--- config.mk ---
export PLATFORM = sky130hd
export DESIGN_NAME = rggen_avalon_pipeline_bridge_flat
export DESIGN_NICKNAME = d
export VERILOG_FILES = /design/src/rtl/rggen_avalon_pipeline_bridge_if.sv /design/src/rtl/rggen_avalon_pipeline_bridge.sv /design/src/flat_wrapper.sv
export SDC_FILE = /design/constraint.sdc
export NUM_CORES = 1
export LEC_CHECK = 0
export BUFFER_PORTS_ARGS = -buffer_cell sky130_fd_sc_hd__clkbuf_2
export CAP_MARGIN = 20
export CORE_ASPECT_RATIO = 1.5
export CORE_UTILIZATION = 35
export DETAILED_ROUTE_END_ITERATION = 10
export PLACE_DENSITY = 0.54
export SYNTH_ARGS = -nofsm -noshare
export SYNTH_HDL_FRONTEND = slang
export SYNTH_SLANG_ARGS = --single-unit
--- constraint.sdc ---
create_clock -name i_clk -period 4.8 [get_ports i_clk]
set_input_delay 0.48 -clock i_clk [delete_from_list [all_inputs] [get_ports i_clk]]
set_output_delay 0.48 -clock i_clk [all_outputs]
set_load 0.02 [all_outputs]
--- src/rtl/rggen_avalon_pipeline_bridge_if.sv ---
// Host-side and command-side bus bundles for rggen_avalon_pipeline_bridge.
// Signal names are written from the bridge's point of view (i_ = into the bridge).
`timescale 1ns/1ps

interface rggen_avalon_pipeline_bridge_host_if #(
    parameter int ADDRESS_WIDTH = 8,
    parameter int BUS_WIDTH     = 32
);
    logic                       i_host_read;
    logic                       i_host_write;
    logic [ADDRESS_WIDTH-1:0]   i_host_address;
    logic [BUS_WIDTH/8-1:0]     i_host_byteenable;
    logic [BUS_WIDTH-1:0]       i_host_writedata;
    logic                       o_host_waitrequest;
    logic                       o_host_readdatavalid;
    logic                       o_host_writeresponsevalid;
    logic [1:0]                 o_host_response;
    logic [BUS_WIDTH-1:0]       o_host_readdata;

    modport master (
        output i_host_read, i_host_write, i_host_address, i_host_byteenable, i_host_writedata,
        input  o_host_waitrequest, o_host_readdatavalid, o_host_writeresponsevalid,
        input  o_host_response, o_host_readdata
    );

    modport slave (
        input  i_host_read, i_host_write, i_host_address, i_host_byteenable, i_host_writedata,
        output o_host_waitrequest, o_host_readdatavalid, o_host_writeresponsevalid,
        output o_host_response, o_host_readdata
    );
endinterface

interface rggen_avalon_pipeline_bridge_cmd_if #(
    parameter int ADDRESS_WIDTH = 8,
    parameter int BUS_WIDTH     = 32
);
    logic                       o_read;
    logic                       o_write;
    logic [ADDRESS_WIDTH-1:0]   o_address;
    logic [BUS_WIDTH/8-1:0]     o_byteenable;
    logic [BUS_WIDTH-1:0]       o_writedata;
    logic                       i_waitrequest;
    logic [1:0]                 i_response;
    logic [BUS_WIDTH-1:0]       i_readdata;

    modport master (
        output o_read, o_write, o_address, o_byteenable, o_writedata,
        input  i_waitrequest, i_response, i_readdata
    );

    modport slave (
        input  o_read, o_write, o_address, o_byteenable, o_writedata,
        output i_waitrequest, i_response, i_readdata
    );
endinterface

--- src/rtl/rggen_avalon_pipeline_bridge.sv ---
// Pipelined Avalon-MM host -> command FIFO -> one-at-a-time waitrequest command port.
// Optional macro RGGEN_AVALON_BRIDGE_WRITE_RESPONSE_EN enables host write responses.
`timescale 1ns/1ps

module rggen_avalon_pipeline_bridge #(
    parameter int ADDRESS_WIDTH = 8,
    parameter int BUS_WIDTH     = 32,
    parameter int DEPTH         = 4
) (
    input logic                                 i_clk,
    input logic                                 i_rst_n,
    rggen_avalon_pipeline_bridge_host_if.slave  host_if,
    rggen_avalon_pipeline_bridge_cmd_if.master  cmd_if
);

    localparam int BE_WIDTH  = BUS_WIDTH / 8;
    localparam int PTR_WIDTH = $clog2(DEPTH);
    localparam int CNT_WIDTH = PTR_WIDTH + 1;
    localparam logic [CNT_WIDTH-1:0] FULL_COUNT = CNT_WIDTH'(DEPTH);

    localparam logic [0:0] ST_IDLE = 1'b0;
    localparam logic [0:0] ST_BUSY = 1'b1;

    logic                       r_fifo_is_write   [DEPTH];
    logic [ADDRESS_WIDTH-1:0]   r_fifo_address    [DEPTH];
    logic [BE_WIDTH-1:0]        r_fifo_byteenable [DEPTH];
    logic [BUS_WIDTH-1:0]       r_fifo_writedata  [DEPTH];
    logic [PTR_WIDTH-1:0]       r_wr_ptr;
    logic [PTR_WIDTH-1:0]       r_rd_ptr;
    logic [CNT_WIDTH-1:0]       r_count;

    logic [0:0]                 r_state;
    logic                       r_read;
    logic                       r_write;
    logic                       r_cmd_is_write;
    logic [ADDRESS_WIDTH-1:0]   r_address;
    logic [BE_WIDTH-1:0]        r_byteenable;
    logic [BUS_WIDTH-1:0]       r_writedata;

    logic                       r_host_readdatavalid;
    logic [1:0]                 r_host_response;
    logic [BUS_WIDTH-1:0]       r_host_readdata;

    logic w_full;
    logic w_empty;
    logic w_push;
    logic w_push_is_write;
    logic w_pop;
    logic w_cmd_active;
    logic w_complete;

    assign w_full          = (r_count == FULL_COUNT);
    assign w_empty         = (r_count == '0);
    assign w_push          = (host_if.i_host_read | host_if.i_host_write) & ~w_full;
    // A simultaneous read and write request is queued as a read.
    assign w_push_is_write = host_if.i_host_write & ~host_if.i_host_read;
    assign w_cmd_active    = r_read | r_write;
    assign w_complete      = w_cmd_active & ~cmd_if.i_waitrequest;
    assign w_pop           = ~w_empty & ((r_state == ST_IDLE) | w_complete);

    // NOTE: FIFO storage is pure datapath qualified by the count, so it carries no reset.
    always_ff @(posedge i_clk) begin
        if (w_push) begin
            r_fifo_is_write[r_wr_ptr]   <= w_push_is_write;
            r_fifo_address[r_wr_ptr]    <= host_if.i_host_address;
            r_fifo_byteenable[r_wr_ptr] <= host_if.i_host_byteenable;
            r_fifo_writedata[r_wr_ptr]  <= host_if.i_host_writedata;
        end
    end

    // NOTE: sequential state uses non-blocking assignments so every flop samples pre-edge values.
    always_ff @(posedge i_clk or negedge i_rst_n) begin
        if (!i_rst_n) begin
            r_wr_ptr <= '0;
            r_rd_ptr <= '0;
            r_count  <= '0;
        end else begin
            if (w_push) begin
                r_wr_ptr <= r_wr_ptr + PTR_WIDTH'(1);
            end
            if (w_pop) begin
                r_rd_ptr <= r_rd_ptr + PTR_WIDTH'(1);
            end
            if (w_push && !w_pop) begin
                r_count <= r_count + CNT_WIDTH'(1);
            end else if (!w_push && w_pop) begin
                r_count <= r_count - CNT_WIDTH'(1);
            end
        end
    end

    always_ff @(posedge i_clk) begin
        if (w_pop) begin
            r_cmd_is_write <= r_fifo_is_write[r_rd_ptr];
            r_address      <= r_fifo_address[r_rd_ptr];
            r_byteenable   <= r_fifo_byteenable[r_rd_ptr];
            r_writedata    <= r_fifo_writedata[r_rd_ptr];
        end
    end

    // In BUSY with no strobe active, the next command was loaded on the previous
    // completion edge and is launched now, giving a one-cycle gap between commands.
    always_ff @(posedge i_clk or negedge i_rst_n) begin
        if (!i_rst_n) begin
            r_state <= ST_IDLE;
            r_read  <= 1'b0;
            r_write <= 1'b0;
        end else begin
            case (r_state)
                ST_IDLE: begin
                    if (!w_empty) begin
                        r_state <= ST_BUSY;
                        r_read  <= ~r_fifo_is_write[r_rd_ptr];
                        r_write <= r_fifo_is_write[r_rd_ptr];
                    end
                end
                ST_BUSY: begin
                    if (w_cmd_active) begin
                        if (!cmd_if.i_waitrequest) begin
                            r_read  <= 1'b0;
                            r_write <= 1'b0;
                            if (w_empty) begin
                                r_state <= ST_IDLE;
                            end
                        end
                    end else begin
                        r_read  <= ~r_cmd_is_write;
                        r_write <= r_cmd_is_write;
                    end
                end
                default: begin
                    r_state <= ST_IDLE;
                    r_read  <= 1'b0;
                    r_write <= 1'b0;
                end
            endcase
        end
    end

`ifdef RGGEN_AVALON_BRIDGE_WRITE_RESPONSE_EN
    logic r_host_writeresponsevalid;
`endif

    always_ff @(posedge i_clk or negedge i_rst_n) begin
        if (!i_rst_n) begin
            r_host_readdatavalid      <= 1'b0;
            r_host_response           <= 2'b00;
            r_host_readdata           <= '0;
`ifdef RGGEN_AVALON_BRIDGE_WRITE_RESPONSE_EN
            r_host_writeresponsevalid <= 1'b0;
`endif
        end else begin
            r_host_readdatavalid <= w_complete & r_read;
`ifdef RGGEN_AVALON_BRIDGE_WRITE_RESPONSE_EN
            r_host_writeresponsevalid <= w_complete & r_write;
`endif
            if (w_complete && r_read) begin
                r_host_response <= cmd_if.i_response;
                r_host_readdata <= cmd_if.i_readdata;
            end
`ifdef RGGEN_AVALON_BRIDGE_WRITE_RESPONSE_EN
            else if (w_complete && r_write) begin
                r_host_response <= cmd_if.i_response;
            end
`endif
        end
    end

    assign host_if.o_host_waitrequest   = w_full;
    assign host_if.o_host_readdatavalid = r_host_readdatavalid;
    assign host_if.o_host_response      = r_host_response;
    assign host_if.o_host_readdata      = r_host_readdata;
`ifdef RGGEN_AVALON_BRIDGE_WRITE_RESPONSE_EN
    assign host_if.o_host_writeresponsevalid = r_host_writeresponsevalid;
`else
    assign host_if.o_host_writeresponsevalid = 1'b0;
`endif

    assign cmd_if.o_read       = r_read;
    assign cmd_if.o_write      = r_write;
    assign cmd_if.o_address    = r_address;
    assign cmd_if.o_byteenable = r_byteenable;
    assign cmd_if.o_writedata  = r_writedata;

endmodule

--- src/flat_wrapper.sv ---
// flat-port wrapper written by rule: the top's interface ports become plain ports
module rggen_avalon_pipeline_bridge_flat 
#(
    parameter int ADDRESS_WIDTH = 8,
    parameter int BUS_WIDTH     = 32,
    parameter int DEPTH         = 4
)
  (i_clk, i_rst_n, host_if_i_host_read, host_if_i_host_write, host_if_i_host_address, host_if_i_host_byteenable, host_if_i_host_writedata, host_if_o_host_waitrequest, host_if_o_host_readdatavalid, host_if_o_host_writeresponsevalid, host_if_o_host_response, host_if_o_host_readdata, cmd_if_o_read, cmd_if_o_write, cmd_if_o_address, cmd_if_o_byteenable, cmd_if_o_writedata, cmd_if_i_waitrequest, cmd_if_i_response, cmd_if_i_readdata);
  rggen_avalon_pipeline_bridge_host_if #(.ADDRESS_WIDTH(ADDRESS_WIDTH), .BUS_WIDTH(BUS_WIDTH)) host_if_i ();
  rggen_avalon_pipeline_bridge_cmd_if #(.ADDRESS_WIDTH(ADDRESS_WIDTH), .BUS_WIDTH(BUS_WIDTH)) cmd_if_i ();
  input logic i_clk;
  input logic i_rst_n;
  input wire logic [$bits(host_if_i.i_host_read)-1:0] host_if_i_host_read;
  input wire logic [$bits(host_if_i.i_host_write)-1:0] host_if_i_host_write;
  input wire logic [$bits(host_if_i.i_host_address)-1:0] host_if_i_host_address;
  input wire logic [$bits(host_if_i.i_host_byteenable)-1:0] host_if_i_host_byteenable;
  input wire logic [$bits(host_if_i.i_host_writedata)-1:0] host_if_i_host_writedata;
  output wire logic [$bits(host_if_i.o_host_waitrequest)-1:0] host_if_o_host_waitrequest;
  output wire logic [$bits(host_if_i.o_host_readdatavalid)-1:0] host_if_o_host_readdatavalid;
  output wire logic [$bits(host_if_i.o_host_writeresponsevalid)-1:0] host_if_o_host_writeresponsevalid;
  output wire logic [$bits(host_if_i.o_host_response)-1:0] host_if_o_host_response;
  output wire logic [$bits(host_if_i.o_host_readdata)-1:0] host_if_o_host_readdata;
  output wire logic [$bits(cmd_if_i.o_read)-1:0] cmd_if_o_read;
  output wire logic [$bits(cmd_if_i.o_write)-1:0] cmd_if_o_write;
  output wire logic [$bits(cmd_if_i.o_address)-1:0] cmd_if_o_address;
  output wire logic [$bits(cmd_if_i.o_byteenable)-1:0] cmd_if_o_byteenable;
  output wire logic [$bits(cmd_if_i.o_writedata)-1:0] cmd_if_o_writedata;
  input wire logic [$bits(cmd_if_i.i_waitrequest)-1:0] cmd_if_i_waitrequest;
  input wire logic [$bits(cmd_if_i.i_response)-1:0] cmd_if_i_response;
  input wire logic [$bits(cmd_if_i.i_readdata)-1:0] cmd_if_i_readdata;
  assign host_if_i.i_host_read = host_if_i_host_read;
  assign host_if_i.i_host_write = host_if_i_host_write;
  assign host_if_i.i_host_address = host_if_i_host_address;
  assign host_if_i.i_host_byteenable = host_if_i_host_byteenable;
  assign host_if_i.i_host_writedata = host_if_i_host_writedata;
  assign host_if_o_host_waitrequest = host_if_i.o_host_waitrequest;
  assign host_if_o_host_readdatavalid = host_if_i.o_host_readdatavalid;
  assign host_if_o_host_writeresponsevalid = host_if_i.o_host_writeresponsevalid;
  assign host_if_o_host_response = host_if_i.o_host_response;
  assign host_if_o_host_readdata = host_if_i.o_host_readdata;
  assign cmd_if_o_read = cmd_if_i.o_read;
  assign cmd_if_o_write = cmd_if_i.o_write;
  assign cmd_if_o_address = cmd_if_i.o_address;
  assign cmd_if_o_byteenable = cmd_if_i.o_byteenable;
  assign cmd_if_o_writedata = cmd_if_i.o_writedata;
  assign cmd_if_i.i_waitrequest = cmd_if_i_waitrequest;
  assign cmd_if_i.i_response = cmd_if_i_response;
  assign cmd_if_i.i_readdata = cmd_if_i_readdata;
  rggen_avalon_pipeline_bridge #(.ADDRESS_WIDTH(ADDRESS_WIDTH), .BUS_WIDTH(BUS_WIDTH), .DEPTH(DEPTH)) u_core (.i_clk(i_clk), .i_rst_n(i_rst_n), .host_if(host_if_i), .cmd_if(cmd_if_i));
endmodule
* After elaboration in Yosys (flattened, before gate mapping)
Memories as Yosys holds them, arrays and structs flattened. A register that Yosys moved wholly into a read port is not among the register bits. Index checks and enable logic that the tools add are counted.
Operators by class: reductions and logical operators 8, multiplexer cells 15, equality and inequality tests 3, add/subtract/negate cells 4, bitwise operators 15
Operator list (number):
- $mux 1 | 10
- $not 1->1 | 7
- $mux 3 | 2
- $pmux 1 s2 | 3
- $and 1x1->1 | 5
- $add 2x1->2 const B | 2
- $add 3x1->3 const B | 1
- $eq 3x3->1 const B | 1
- $logic_and 1x1->1 | 3
- $logic_not 3->1 | 1
- $ne 3x3->1 const B | 1
- $or 1x1->1 | 3
- $sub 3x1->3 const B | 1
- $logic_not 1->1 | 2
- $ne 2x2->1 const B | 1
- $reduce_and 2->1 | 1
- $reduce_bool 2->1 | 1
Storage, ports and cells: memories kept 4, bits of input ports 83, RAM bits 180, logic and storage cells 59, flip-flop bits (word level) 46, output and inout port bits 83
Memories:
- u_core.r_fifo_writedata | depth 4, bits a word 32, read ports 1, clocked after memory_dff 1, wr ports 1, RTL line rggen_avalon_pipeline_bridge.sv:27 | logic [BUS_WIDTH-1:0] r_fifo_writedata [DEPTH];
- u_core.r_fifo_address | depth 4, bits a word 8, read ports 1, clocked after memory_dff 1, wr ports 1, RTL line rggen_avalon_pipeline_bridge.sv:25 | logic [ADDRESS_WIDTH-1:0] r_fifo_address [DEPTH];
- u_core.r_fifo_byteenable | depth 4, bits a word 4, read ports 1, clocked after memory_dff 1, wr ports 1, RTL line rggen_avalon_pipeline_bridge.sv:26 | logic [BE_WIDTH-1:0] r_fifo_byteenable [DEPTH];
- u_core.r_fifo_is_write | depth 4, bits a word 1, read ports 1, clocked after memory_dff 0, wr ports 1, RTL line rggen_avalon_pipeline_bridge.sv:24 | logic r_fifo_is_write [DEPTH];

* Logic depth before layout (Yosys ltp)
Gate-level depths: netlist (run 1).
word-level depth 7, gate-level depth with buffers 9, mapped depth without buffers 9

* Worst setup path before layout (run 1)
OpenSTA, ideal clock, no wires.
path type input-to-reg, from input port cmd_if_i_waitrequest, to register u_core.r_count[1], buffers on the path 0, stages 7, arrival 4.180 ns, setup time 0.125 ns, required time 4.675 ns, slack 0.495 ns, cell sequence o21bai_1 -> a21oi_1 -> inv_1 -> ha_1 -> inv_1 -> fa_1 -> mux2_2
Between the ends: longest elaborated chain between the ends 7, elaborated cells between the ends (all ways) 9, those cells by class mux: 1; bitwise: 4; reduce/logical: 4
RTL lines:
- from (decl) | RTL line flat_wrapper.sv:28 | input wire logic [$bits(cmd_if_i.i_waitrequest)-1:0] cmd_if_i_waitrequest;
- $not 1->1 (*) | RTL line rggen_avalon_pipeline_bridge.sv:58 | assign w_complete = w_cmd_active & ~cmd_if.i_waitrequest;
- $and 1x1->1 (*) | RTL line rggen_avalon_pipeline_bridge.sv:58
- $or 1x1->1 (*) | RTL line rggen_avalon_pipeline_bridge.sv:59 | assign w_pop = ~w_empty & ((r_state == ST_IDLE) | w_complete);
- $and 1x1->1 (*) | RTL line rggen_avalon_pipeline_bridge.sv:59
- named net u_core.w_pop | RTL line rggen_avalon_pipeline_bridge.sv:48 | logic w_pop;
- $logic_not 1->1 | RTL line rggen_avalon_pipeline_bridge.sv:84 | if (w_push && !w_pop) begin
- $logic_and 1x1->1 | RTL line rggen_avalon_pipeline_bridge.sv:84
- $mux 3 / $reduce_bool 2->1 (equally long branches)
- to (signal assigned) | RTL line rggen_avalon_pipeline_bridge.sv:85 | r_count <= r_count + CNT_WIDTH'(1);
- to (signal assigned) | RTL line rggen_avalon_pipeline_bridge.sv:87 | r_count <= r_count - CNT_WIDTH'(1);
- to (decl) | RTL line rggen_avalon_pipeline_bridge.sv:30 | logic [CNT_WIDTH-1:0] r_count;
Mark *: on every way through the listed nets, which the timed path passes. The rest lies on a longest branch. A chain may end at the register's enable or synchronous reset.

* Final worst setup path (run 1)
from register u_core.r_count[0], to register u_core.r_count[2]
Between the ends: longest elaborated chain between the ends 6, elaborated cells between the ends (all ways) 15, those cells by class add/sub: 2; eq/ne: 1; mux: 2; bitwise: 4; reduce/logical: 6
RTL lines:
- $logic_not 3->1 (*) | RTL line rggen_avalon_pipeline_bridge.sv:53 | assign w_empty = (r_count == '0);
- $not 1->1 (*) | RTL line rggen_avalon_pipeline_bridge.sv:59
- $and 1x1->1 (*) | RTL line rggen_avalon_pipeline_bridge.sv:59
- named net u_core.w_pop | RTL line rggen_avalon_pipeline_bridge.sv:48
- $logic_not 1->1 | RTL line rggen_avalon_pipeline_bridge.sv:84
- $logic_and 1x1->1 | RTL line rggen_avalon_pipeline_bridge.sv:84
- $mux 3 / $reduce_bool 2->1 (equally long branches)
Mark *: on every way through the listed nets, which the timed path passes. The rest lies on a longest branch. The select of a mux whose other input is x is not followed.

==> impl_metrics.py, run 1 <==
metrics = {
    "sta": {
        "fin_hold_ws_ns": 0.03409,
        "max_slew_margin": 0.3554,
        "tightest_slew_ns": 0.9668,
        "final.setup.tns_ns": 0,
        "finalHoldViolCount": 0,
        "setup_slack_ns": 2.096,
        "maxSlewViolCount": 0,
        "clock_skew_ns": 0.007502,
        "fmax_ghz": 0.3698,
        "setup_viol": 0,
        "layout_min_cycle_time_ns": 2.704,
        "finalCritPeriodShare": 0.5633,
        "rsz0062_at_grt": "false",
    },
    "power_and_ir_drop": {
        "p_total_mw": 8.290,
        "p_leak_nw": 4.345,
        "power.density_nw_per_um2": 701.5,
        "switching_share": 0.3065,
        "power_frac_clock": 0.248,
        "vdd_drop_max_v": 0.0003965,
        "combinationalPowerShare": 0.271,
        "pwr-share-seq": 0.481,
        "internal_power_mw": 5.749,
        "p_switching_mw": 2.541,
    },
    "synthesis": {
        "yosysSeqAreaShare": 0.8129,
        "ys_ff_latch": 270,
        "synth_area_leaders": "edfxtp_1 70%, dfrtp_1 12%, mux4_2 10%",
        "syn_nets": 500,
        "synth-simple-area-share": 0.009935,
        "synth_async_sr_flop_share": 0.1667,
        "synth-edff-count": 225,
        "netlist.area_leader.share": 0.6968,
        "synth.distinct_cells": 30,
        "synth_compound_area_frac": 0.006194,
        "avgSynthCellArea_um2": 23.59,
        "synth_top_family_by_area": "multiplexers",
        "syn_inst": 411,
        "synth-xor-area-share": 0.005419,
        "yosys.area.top_type": "edfxtp_1",
        "synth_mux_area_frac": 0.1463,
        "ys_warn_count": 0,
        "syn_area_um2": 9697,
        "synthAdderAreaFrac": 0.008516,
        "synth-main-ff-cell": "edfxtp_1",
    },
    "grt": {
        "grt_max_degree": 48,
        "grt_usage": 0.1281,
        "antenna_found_initial": 1,
        "grt_remaining_overflow": 0,
        "grt_pass1_wl_um": 26520,
        "grt_pass1_vias": 4833,
    },
    "clock_network": {
        "htree_levels": 1,
        "numCtsBuffers": 25,
        "cts_tree": "done",
        "hold_buffers": 0,
        "cts_setup_buffers": 0,
        "clock_latency_ns": 0.52,
        "clk_pin_slew_ns": 0.06,
        "ctsResizeCount": 0,
        "cts.sinks": 270,
        "clock-root-buffer": "clkbuf_16",
        "cts_buffer_depth": 3,
    },
    "floorplan": {
        "die_w_um": 137.9,
        "initial_utilization": 0.3562,
        "rows": 74,
        "dieArea_um2": 28390,
        "die_h_um": 205.9,
        "ios": 166,
        "core_area_um2": 27220,
    },
    "detailed_routing": {
        "final_antenna_net_count": 0,
        "avgRoutedWirePerCell_um": 18.84,
        "drc": 0,
        "wirelength_um": 17990,
        "dr.first_iter.drc_count": 146,
        "drt-pass1-iter-count": 6,
        "viasPerCell": 4.747,
        "num_vias": 4533,
    },
    "setup_path": {
        "cp_slowest_cell": "nor3_1",
        "cpPeakStageDelay_ns": 0.55,
        "critPathTopFamily": "simple AND/OR/NAND/NOR gates",
        "worstSetupStartpointType": "flop",
        "cp-end-kind": "flop",
        "crit_chain": "nor3_1 > a21oi_4 > buf_4 > inv_1 > ha_1 > inv_1 > fa_1 > xor2_1 > nor2_1 > xor2_1",
        "cp_max_fo": 47,
        "path_buf_inv": 3,
        "worstSetupPathType": "reg -> reg",
        "required_ns": 5.25,
        "crit_arrival_ns": 3.15,
    },
    "layout": {
        "area_growth_pct": 21.87,
        "layoutNonFillerInstCount": 955,
        "fin_nets": 683,
        "drive_gt1_frac": 0.4967,
        "fillers": 2398,
    },
    "min_path": {
        "hold_path.class": "in -> async",
    },
    "place": {
        "port_buffers": 164,
        "gp_congestion": 0.6886,
        "dp_hpwl_um": 11440,
        "placed_cells": 909,
        "dpl_worst_slack_ns": 1.930,
    },
    "flow_run": {
        "drv_cap": 0,
    },
    "outcome": {
        "run_status": "complete, no violations",
    },
}
-- cells in the final DEF, fill, tap and decap left out, types with 3 or more instances in the layout --
| master | n |
|---|---|
| clkbuf_8 | 4 |
| clkbuf_2 | 164 |
| buf_4 | 8 |
| mux4_2 | 45 |
| inv_1 | 5 |
| clkbuf_16 | 26 |
| dfrtp_1 | 43 |
| bufinv_16 | 3 |
| xnor2_1 | 3 |
| ha_1 | 5 |
| nand2_1 | 3 |
| mux2_2 | 36 |
| and2_2 | 4 |
| xor2_1 | 3 |
| clkinv_2 | 3 |
| nor2_1 | 4 |
| edfxtp_1 | 225 |
-- sequential cells by signal, summed over array words and instances, names as in the netlist, 4 cells and up --
signal,flops
u_core.r_fifo_writedata,128
u_core.cmd_if.o_writedata,32
u_core.host_if.o_host_readdata,32
u_core.r_fifo_address,32
u_core.r_fifo_byteenable,16
u_core.cmd_if.o_address,8
u_core.cmd_if.o_byteenable,4
u_core.r_fifo_is_write,4
-- synth_stat cells, types with 3 or more instances --
| cell type | n |
|---|---|
| dfrtp_1 | 45 |
| xor2_1 | 3 |
| buf_2 | 7 |
| and2_1 | 4 |
| inv_1 | 5 |
| ha_1 | 5 |
| xnor2_1 | 3 |
| clkbuf_1 | 4 |
| nand2_1 | 3 |
| edfxtp_1 | 225 |
| mux2_2 | 36 |
| mux4_2 | 45 |
| nor2_1 | 4 |
-- power groups by stage --
| stage | registers (mW) | clock network [mW] | logic, mW |
|---|---|---|---|
| 6_report | 3.99 | 2.05 | 2.25 |
| 5_1_grt | 4.11 | 2.19 | 2.44 |
| 4_1_cts | 4.02 | 2.11 | 2.32 |
| 3_5_place_dp | 4.07 | 0 | 2.32 |
| 3_3_place_gp | 4.03 | 0 | 2.28 |
| 2_1_floorplan | 4.29 | 0 | 1.22 |
-- routing by layer --
metal,routed length (µm),vias to the layer above,global-route usage
met4,480,0,0.05474
met5,0,-,0
li1,-,2032,-
met2,9732,147,0.2405
met1,6700,2324,0.1355
met3,1076,30,0.02600
-- area by class of cell --
type | instances | area, µm² | area share
multi-input cells | 120 | 1733 | 0.1466
diodes | 1 | 2.502 | 0.0002118
flip-flops and latches | 270 | 7888 | 0.6674
repair buffers | 172 | 880.8 | 0.07454
well taps | 342 | 427.9 | 0.03621
clock buffers | 34 | 728.2 | 0.06162
inverters | 5 | 18.77 | 0.001588
clock inverters | 11 | 138.9 | 0.01175
-- stage by stage --
step                  util  instance area [µm²]
global route        0.4341                11820
floorplan                -                 9697
finish              0.4341                11820
global placement    0.4022                10950
detailed placement  0.4022                10950
CTS                 0.4340                11820
-- cell families (layout without fill, tap and decap cells) --
| group | count (synthesis) | count (layout) |
|---|---|---|
| flops | 270 | 270 |
| mux | 81 | 81 |
| buf+inv | 21 | 222 |
| simple gates | 18 | 18 |
| compound gates | 8 | 8 |
| fa+ha+maj | 6 | 6 |
| xor+xnor | 6 | 6 |
| other cells | 1 | 2 |
-- worst paths after layout --
kind,startpoint,endpoint,slack [ns],cells past startpoint
setup / recovery,u_core.r_count[0]$_DFFE_PN0P_,u_core.r_count[2]$_DFFE_PN0P_,2.10,10
hold / removal,i_rst_n,u_core.host_if.o_host_readdata[25]$_DFFE_PN0P_,0.03,2
setup reg to reg,u_core.r_count[0]$_DFFE_PN0P_,u_core.r_count[2]$_DFFE_PN0P_,2.10,10
hold reg to reg,u_core.host_if.o_host_readdata[20]$_DFFE_PN0P_,u_core.host_if.o_host_readdata[20]$_DFFE_PN0P_,0.50,1
max in group asynchronous,i_rst_n,u_core.r_rd_ptr[0]$_DFFE_PN0P_,4.34,2
min in group i_clk,host_if_i_host_address[6],u_core.r_fifo_address[3][6]$_DFFE_PP_,0.18,1
Note: power is estimated with default switching activity, not from simulation.
==> run 2: changes to the inputs <==
clock period = 2.8 ns   (was 4.8 ns; I/O delays follow)
==> impl_metrics.py, run 2 (synthesized netlist as in run 1, its figures left out) <==
metrics = {
    "sta": {
        "fmax_ghz": 0.4292,
        "fin_hold_ws_ns": 0.1542,
        "clock_skew_ns": 0.005291,
        "finalCritPeriodShare": 0.8321,
        "setup_viol": 0,
        "layout_min_cycle_time_ns": 2.330,
        "tightest_slew_ns": 0.7587,
        "finalHoldViolCount": 0,
        "maxSlewViolCount": 0,
        "rsz0062_at_grt": "false",
        "max_slew_margin": 0.4942,
        "final.setup.tns_ns": 0,
        "setup_slack_ns": 0.4702,
    },
    "setup_path": {
        "required_ns": 3.25,
        "worstSetupPathType": "reg -> reg",
        "critPathTopFamily": "simple AND/OR/NAND/NOR gates",
        "worstSetupStartpointType": "flop",
        "r2r-end": "u_core.r_count[2]$_DFFE_PN0P_",
        "critPathLaunch": "u_core.r_count[0]$_DFFE_PN0P_",
        "reg2reg_setup_slack_ns": 0.47,
        "rr_startpoint": "u_core.r_count[0]$_DFFE_PN0P_",
        "crit_cells": 9,
        "cpPeakStageDelay_ns": 0.53,
        "cp-endpoint": "u_core.r_count[2]$_DFFE_PN0P_",
        "cp-end-kind": "flop",
        "path_buf_inv": 2,
        "cp_slowest_cell": "nor3_1",
        "crit_chain": "nor3_1 > a21oi_4 > inv_1 > ha_1 > inv_1 > fa_1 > xor2_1 > nor2_1 > xor2_1",
        "cp_max_fo": 5,
        "crit_arrival_ns": 2.78,
        "worstRegToRegCells": 9,
    },
    "power_and_ir_drop": {
        "p_switching_mw": 4.465,
        "power_frac_clock": 0.228,
        "pwr-share-seq": 0.470,
        "vdd_drop_max_v": 0.0006419,
        "switching_share": 0.3131,
        "combinationalPowerShare": 0.301,
        "p_leak_nw": 4.668,
        "p_total_mw": 14.26,
        "power.density_nw_per_um2": 1130,
        "internal_power_mw": 9.795,
    },
    "detailed_routing": {
        "drt-pass1-iter-count": 4,
        "wirelength_um": 19120,
        "final_antenna_net_count": 0,
        "viasPerCell": 4.660,
        "num_vias": 4842,
        "drc": 0,
        "dr.first_iter.drc_count": 197,
        "avgRoutedWirePerCell_um": 18.40,
    },
    "layout": {
        "layoutNonFillerInstCount": 1039,
        "postLayoutCellArea_um2": 12620,
        "area_growth_pct": 30.18,
        "fin_nets": 768,
        "mostFrequentLayoutCells": "225 x edfxtp_1, 164 x clkbuf_2, 79 x dlygate4sd3_1",
        "insertedDiodeCount": 0,
        "largest_register_ffs": 128,
        "final_common_cell": "edfxtp_1",
        "drive_gt1_frac": 0.4304,
        "utilization": 0.4637,
        "fillers": 2355,
        "largest-register": "u_core.r_fifo_writedata",
    },
    "floorplan": {
        "die_h_um": 205.9,
        "core_area_um2": 27220,
        "dieArea_um2": 28390,
        "rows": 74,
        "ios": 166,
        "die_w_um": 137.9,
        "initial_utilization": 0.3562,
    },
    "place": {
        "port_buffers": 164,
        "dpl_worst_slack_ns": 0.4766,
        "gp_congestion": 0.6913,
        "placed_cells": 914,
        "dpl_cell_area_um2": 11050,
        "dp_hpwl_um": 11810,
    },
    "clock_network": {
        "clk_pin_slew_ns": 0.06,
        "ctsResizeCount": 0,
        "htree_levels": 1,
        "clock-root-buffer": "clkbuf_16",
        "cts_buffer_depth": 3,
        "numCtsBuffers": 26,
        "clock_latency_ns": 0.53,
        "cts_tree": "done",
        "cts.sinks": 270,
    },
    "outcome": {
        "run_status": "complete, no violations",
    },
    "flow_run": {
        "drv_cap": 0,
    },
    "grt": {
        "grt_usage": 0.1370,
        "grt_max_degree": 47,
        "grt_pass1_wl_um": 28550,
        "grt_pass1_vias": 5373,
        "grt_remaining_overflow": 0,
        "antenna_found_initial": 0,
    },
    "min_path": {
        "hold_path.class": "in -> reg",
        "worstHoldStart": "host_if_i_host_read",
    },
}
-- run 2: cell types whose count changed in the layout (fill, tap and decap cells not counted), moves of 2 or more --
| cell | previous run | this run |
|---|---|---|
| clkbuf_4 | 2 | 0 |
| dlygate4sd3_1 | 0 | 79 |
| clkbuf_1 | 2 | 9 |
| clkinv_1 | 1 | 4 |
| buf_12 | 0 | 5 |
| clkbuf_8 | 4 | 0 |
| bufinv_16 | 3 | 1 |
-- run 2: metal layers --
layer	share of wire	wire, µm	track usage
met1	0.37	7155	0.1439
met2	0.55	10440	0.2623
met3	0.058	1107	0.02747
met4	0.021	409	0.05008
met5	0	0	0
-- run 2: final cells by class --
| cell class | count | area [µm²] | area share |
|---|---|---|---|
| multi-input combinational | 120 | 1733 | 0.1373 |
| inverter | 5 | 18.77 | 0.001487 |
| tap | 342 | 427.9 | 0.03390 |
| sequential | 270 | 7888 | 0.6248 |
| clock inverter | 10 | 75.07 | 0.005947 |
| clock buffer | 36 | 709.4 | 0.05620 |
| timing repair buffer | 256 | 1772 | 0.1404 |
-- run 2: worst min-delay path by stage --
stage                                                                 to  slack, ns  depth (start not counted)
after detailed placement  u_core.host_if.o_host_readdata[19]$_DFFE_PN0P_       0.39                          1
after floorplan                         u_core.cmd_if.o_read$_DFFE_PN0P_      -0.02                          0
final                                u_core.r_fifo_is_write[3]$_DFFE_PP_       0.15                          2
after global placement    u_core.host_if.o_host_readdata[19]$_DFFE_PN0P_       0.37                          1
after global routing                 u_core.r_fifo_is_write[0]$_DFFE_PP_       0.13                          2
after CTS                            u_core.r_fifo_is_write[3]$_DFFE_PP_       0.12                          2
-- run 2: power by group through the flow --
stage | logic (mW) | clock network (mW) | registers [mW]
2_1_floorplan | 2.11 | 0 | 7.34
3_3_place_gp | 4.26 | 0 | 6.74
3_5_place_dp | 4.32 | 0 | 6.81
4_1_cts | 4.41 | 3.36 | 6.74
5_1_grt | 4.64 | 3.50 | 6.87
6_report | 4.30 | 3.26 | 6.70
-- run 2: timing repair --
item                                   CTS  global route
endpoints found under the hold margin  240             0
setup buffers                            0             0
hold buffers                            79             0
